File: src/rtl/pc_seq_pkg.sv
// Shared encodings for the PC sequencer and the instruction decoder.
// Holds pc_mux select codes, sequencer state encodings and default vectors.
package pc_seq_pkg;

    localparam logic [1:0] PC_ADD  = 2'd0;
    localparam logic [1:0] PC_WREG = 2'd1;
    localparam logic [1:0] PC_LIT  = 2'd2;
    localparam logic [1:0] PC_SAVE = 2'd3;

    // 2'b11 is deliberately left unused and treated as an illegal state.
    typedef enum logic [1:0] {
        RUN  = 2'b00,
        WAIT = 2'b01,
        ISR  = 2'b10
    } seq_state_t;

    localparam logic [11:0] DEF_RESET_VECTOR = 12'h000;
    localparam logic [11:0] DEF_INT_VECTOR   = 12'h004;

endpackage

File: src/rtl/pc_next_mux.sv
// Combinational next-PC select: ADD (+1, or +2 on skip), WREG, LIT.
// The SAVE code yields pc+1, which is the return address of a wfi.
module pc_next_mux
    import pc_seq_pkg::*;
#(
    parameter int PC_WIDTH   = 12,
    parameter int DATA_WIDTH = 16
) (
    input  logic [PC_WIDTH-1:0]   pc,
    input  logic [1:0]            pc_mux,
    input  logic                  skip,
    input  logic [DATA_WIDTH-1:0] wreg,
    input  logic [PC_WIDTH-1:0]   literal,
    output logic [PC_WIDTH-1:0]   next_pc
);

    always_comb begin
        next_pc = pc + PC_WIDTH'(1);
        case (pc_mux)
            PC_ADD:  next_pc = pc + (skip ? PC_WIDTH'(2) : PC_WIDTH'(1));
            PC_WREG: next_pc = wreg[PC_WIDTH-1:0];
            PC_LIT:  next_pc = literal;
            default: next_pc = pc + PC_WIDTH'(1);
        endcase
    end

    // Only the low PC_WIDTH bits of W can address instruction memory.
    if (DATA_WIDTH > PC_WIDTH) begin : g_wreg_hi
        logic unused_wreg_hi;
        assign unused_wreg_hi = ^wreg[DATA_WIDTH-1:PC_WIDTH];
    end

endmodule

File: src/rtl/pc_sequencer.sv
// Program counter plus RUN/WAIT/ISR interrupt sequencer fed by the decoder.
// Define PC_SEQ_IRQ_LATCH_EN to latch interrupt rising edges until taken.
module pc_sequencer
    import pc_seq_pkg::*;
#(
    parameter int                PC_WIDTH     = 12,
    parameter int                DATA_WIDTH   = 16,
    parameter logic [PC_WIDTH-1:0] RESET_VECTOR = PC_WIDTH'(DEF_RESET_VECTOR),
    parameter logic [PC_WIDTH-1:0] INT_VECTOR   = PC_WIDTH'(DEF_INT_VECTOR)
) (
    input  logic                  clk,
    input  logic                  reset,
    input  logic                  ce,
    input  logic [1:0]            pc_mux,
    input  logic                  pc_save,
    input  logic                  skip,
    input  logic [DATA_WIDTH-1:0] wreg,
    input  logic [PC_WIDTH-1:0]   literal,
    input  logic                  interrupt,
    output logic [PC_WIDTH-1:0]   pc,
    output logic                  int_mux,
    output logic                  waiting,
    output logic [PC_WIDTH-1:0]   saved_pc
);

    seq_state_t          state, state_nx;
    logic [PC_WIDTH-1:0] pc_nx, saved_nx, next_pc;
    logic                irq;

    pc_next_mux #(
        .PC_WIDTH   (PC_WIDTH),
        .DATA_WIDTH (DATA_WIDTH)
    ) u_next_mux (
        .pc      (pc),
        .pc_mux  (pc_mux),
        .skip    (skip),
        .wreg    (wreg),
        .literal (literal),
        .next_pc (next_pc)
    );

`ifdef PC_SEQ_IRQ_LATCH_EN
    logic interrupt_q, pending;

    // Edge capture runs regardless of ce so short pulses survive stalls and ISRs.
    always_ff @(posedge clk or posedge reset) begin
        if (reset) begin
            interrupt_q <= 1'b0;
            pending     <= 1'b0;
        end else begin
            interrupt_q <= interrupt;
            if (ce && irq && (state == RUN || state == WAIT))
                pending <= 1'b0;
            else if (interrupt && !interrupt_q)
                pending <= 1'b1;
        end
    end

    assign irq = pending | interrupt;
`else
    assign irq = interrupt;
`endif

    always_comb begin
        state_nx = state;
        pc_nx    = pc;
        saved_nx = saved_pc;
        case (state)
            RUN: begin
                if (irq) begin
                    // The interrupted instruction's own PC effect becomes the return point.
                    saved_nx = next_pc;
                    pc_nx    = INT_VECTOR;
                    state_nx = ISR;
                end else if (pc_mux == PC_SAVE && pc_save) begin
                    saved_nx = next_pc;
                    state_nx = WAIT;
                end else if (pc_mux == PC_SAVE) begin
                    pc_nx = saved_pc;
                end else begin
                    pc_nx = next_pc;
                end
            end
            WAIT: begin
                if (irq) begin
                    pc_nx    = INT_VECTOR;
                    state_nx = ISR;
                end
            end
            ISR: begin
                // No nesting: only rfi leaves; a wfi here just advances like ADD.
                if (pc_mux == PC_SAVE && !pc_save) begin
                    pc_nx    = saved_pc;
                    state_nx = RUN;
                end else begin
                    pc_nx = next_pc;
                end
            end
            default: begin
                pc_nx    = RESET_VECTOR;
                state_nx = RUN;
            end
        endcase
    end

    always_ff @(posedge clk or posedge reset) begin
        if (reset) begin
            state    <= RUN;
            pc       <= RESET_VECTOR;
            saved_pc <= '0;
        end else if (ce) begin
            state    <= state_nx;
            pc       <= pc_nx;
            saved_pc <= saved_nx;
        end
    end

    assign int_mux = (state == ISR);
    assign waiting = (state == WAIT);

endmodule

File: config.mk
export PLATFORM = sky130hd
export DESIGN_NAME = pc_sequencer
export DESIGN_NICKNAME = d
export VERILOG_FILES = /design/src/rtl/pc_seq_pkg.sv /design/src/rtl/pc_next_mux.sv /design/src/rtl/pc_sequencer.sv
export SDC_FILE = /design/constraint.sdc
export NUM_CORES = 1
export LEC_CHECK = 0
export CAP_MARGIN = 20
export CORE_UTILIZATION = 49
export DETAILED_ROUTE_END_ITERATION = 8
export PLACE_DENSITY = 0.95
export SLEW_MARGIN = 15
export SYNTH_ARGS = -nofsm -noshare
export SYNTH_HDL_FRONTEND = slang
export SYNTH_SLANG_ARGS = --single-unit
File: constraint.sdc
create_clock -name clk -period 3.38 [get_ports clk]
set_input_delay 1.014 -clock clk [delete_from_list [all_inputs] [get_ports clk]]
set_output_delay 1.014 -clock clk [all_outputs]
set_load 0.02 [all_outputs]
==> summary.txt <==
Status
  • Run status: complete, no violations

Critical path
  • Levels on crit path: 10
  • Req. time, crit path: around 3600 ps
  • Worst-path maximum fanout: 5
  • Slowest Stage Delay on Critical Path: 480 ps
  • Startpoint Class: input port
  • CP max stage cell: clkdlybuf4s50_1
  • Crit-path most repeated cell: buf_4
  • CP Buf/Inv Count: 4
  • Worst Setup End Kind: flip-flop
  • Critical path, cell by cell: clkdlybuf4s50_1 > nand2_2 > buf_4 > buf_4 > fa_2 > nand3b_1 > buf_6 > nor4_4 > nor3_2 > o211ai_1
  • CP arrival: around 3300 ps
  • Worst R2R Path Depth: 8
  • CP delay by family, top: buffers and inverters
  • Crit path kind: in -> reg

Clock network
  • Clk pin slew, worst setup/hold paths: roughly 90 ps
  • Total CTS buffers: 3
  • Root buf cell: clkbuf_8
  • CTS Hold Bufs: 0
  • Clock Latency Late Sink: 280 ps
  • H-tree level count: 1
  • CTS Sinks: 26
  • CTS tree: done
  • Worst-case clock buffer depth: 2

Logic synthesis
  • Syn Nets: 244
  • Number of distinct library cells after synthesis: 47
  • Mux cell area share after synthesis: 0.0443
  • Adder-cell share of the synthesized area: 0.0526
  • Syn Area/Cell: roughly 9 um^2
  • Syn Inst Count: 201
  • Largest family of logic cells by synthesized area: compound AO/OA/AOI/OAI gates
  • Cell Area, Synth: about 1800 um^2
  • Yosys top cell area share: 0.360
  • Post-synth ARST share: 1.00
  • Post-Synth XOR/XNOR Area: 0.00970
  • Synth area leader: dfrtp_1
  • Register area share after synthesis: 0.360
  • Area contributors post-synth: dfrtp_1 (36%), nand2_1 (6.0%), a22oi_1 (4.6%)
  • Synthesized-area fraction occupied by and/or/nand/nor cells: 0.215
  • EDFF count, synth: 0
  • Ys flop type: dfrtp_1
  • Compound-gate portion of the synthesized area: 0.262
  • Synthesized flop and latch total: 26
  • Ys Warns: 0

Run
  • Total of max-cap violations: 0

Layout
  • FF+latch area: 651 um^2
  • Number of inserted diodes: 0
  • Most common cell after layout, fill and taps aside: clkdlybuf4s50_1
  • Fraction of layout cells with a size suffix above 1: 0.185
  • Non-filler cells in the finished layout: about 320
  • Nets: 314
  • Fillers: around 230
  • Area taken by multi-input logic gates: 1130 um^2
  • Most frequent cells in the layout: clkdlybuf4s50_1 (55), nand2_1 (28), dfrtp_1 (26)
  • Area added between synthesis and finish: 47.1%

Timing
  • Slew @ Worst Pin: 569 ps
  • Final Critical Period: 3150 ps
  • Total negative setup slack: 0 ps
  • Max Clock Freq: 318 MHz
  • RSZ-0062 raised after global routing: false
  • Worst Slack Setup Final: 232 ps
  • Worst hold slack: 519 ps
  • Final Hold Viols: 0
  • Worst slew margin: 0.616
  • Setup Viol. Count Final: 0
  • Final period util: 0.931
  • Worst Skew: 6.29 ps
  • Slew Viols, Final: 0

Global routing
  • First-pass GRT wire length: 8.66 mm
  • Total GRT Usage: 0.274
  • Largest net degree at the start of global routing: 27
  • Vias in the first global route: approximately 1900
  • Total grt overflow: 0
  • Initial antenna violation count: 0

Route
  • Vias/cell: 6.16
  • Total number of vias: 1946
  • WL/cell: 17.3 um
  • Final WL: 5.47 mm
  • DRT iter0 DRCs: 152
  • Post-route ant nets: 0
  • # DRC: 0
  • Router iterations before antenna repair: 5

Hold path
  • Min-delay worst type: reg -> reg
  • Hold Crit Depth: 2

Placed design
  • GPL Wtd Cong: 0.869
  • DP Wirelength: 3.48 mm
  • Placed insts: 310
  • Pre-CTS WS: -273 ps
  • PortBufs: 57

Die
  • Std cell rows: 21
  • Die area: between 3000 and 4000 um^2
  • Die Ht: roughly 63 um
  • Die Width: approximately 63 um
  • Io pins: 62
  • CORE AREA: 3440 um^2
  • Initial core utilization: 0.525

Power
  • Static Leakage: around 1.1 nW
  • Max VDD drop: 0.000305 V
  • PwrDens: between 500 and 600 nW/um^2
-- what timing repair did --
| action | 4_1_cts | 5_1_grt |
|---|---|---|
| hold endpoints to repair | 0 | 0 |
| cloned | 0 | 0 |
| buffers inserted | 0 | 2 |
| gates resized for setup | 3 | 18 |
| setup endpoints to repair | 3 | 8 |
| pin swaps | 0 | 6 |
-- Yosys cell counts, types with 3 or more instances --
master,instances
o21a_1,4
o21ai_0,5
ha_1,6
buf_2,3
nand3_1,11
buf_6,3
nand4_1,3
nor4_1,3
or4_1,3
nand2b_1,5
o31a_1,4
inv_1,7
a21oi_1,8
o21ai_2,4
nor3_1,7
nor2_1,4
mux2_4,4
nand2_1,29
o211ai_1,7
clkbuf_1,6
a22oi_1,11
dfrtp_1,26
o21ai_1,4
o31ai_1,5
-- final cells by class --
| cell class | instances | share of cell area |
|---|---|---|
| multi-input combinational | 155 | 0.426 |
| timing repair buffer | 77 | 0.276 |
| sequential | 26 | 0.245 |
| tap | 46 | 0.0217 |
| clock buffer | 4 | 0.0207 |
| inverter | 8 | 0.0113 |
-- registers in the layout, indices dropped and copies added (netlist names) --
register / count
pc: 12
saved_pc: 12
state: 2
-- tightest hold or removal path: cells and delay by family (launching register included) --
kind            cells  cell delay (ps)
simple gates        1               70
flops               1              370
compound gates      1               50
-- report_power, final --
part / switching (mW) / internal (mW)
Combinational: 0.372 / 0.382
Clock: 0.101 / 0.104
Sequential: 0.133 / 0.411
-- per-layer routing --
metal	vias up	wire length, um	GRT usage
met2	127	2670	0.457
met1	903	2100	0.366
met5	-	0	0
met3	22	510	0.0383
met4	0	189	0.0901
li1	894	-	-
-- final timing paths --
kind	startpoint	to	slack [ps]
worst max-delay path	skip	pc[8]$_DFFE_PP0P_	230
worst min-delay path	saved_pc[3]$_DFFE_PP0P_	saved_pc[3]$_DFFE_PP0P_	520
worst max register to register	pc[0]$_DFFE_PP0P_	pc[8]$_DFFE_PP0P_	1140
worst min register to register	saved_pc[3]$_DFFE_PP0P_	saved_pc[3]$_DFFE_PP0P_	520
max in group asynchronous	reset	pc[7]$_DFFE_PP0P_	2040
min in group asynchronous	reset	pc[2]$_DFFE_PP0P_	1090
-- stage by stage --
step            util  total power [mW]  instance area [um^2]
2_1_floorplan      -             0.913                  1810
3_3_place_gp   0.726              1.23                  2500
3_5_place_dp   0.726              1.25                  2500
4_1_cts        0.747              1.47                  2570
5_1_grt        0.772              1.59                  2660
6_report       0.772              1.50                  2660
-- cells by family after synthesis --
family / count (synthesis)
buffers and inverters: 20
xor gates and xnor gates: 2
DFF: 26
AOI/OAI and AO/OA: 65
adders and majority gates: 7
muxes: 6
and+or+nand+nor: 75
Power figures use the tool's default switching activity.
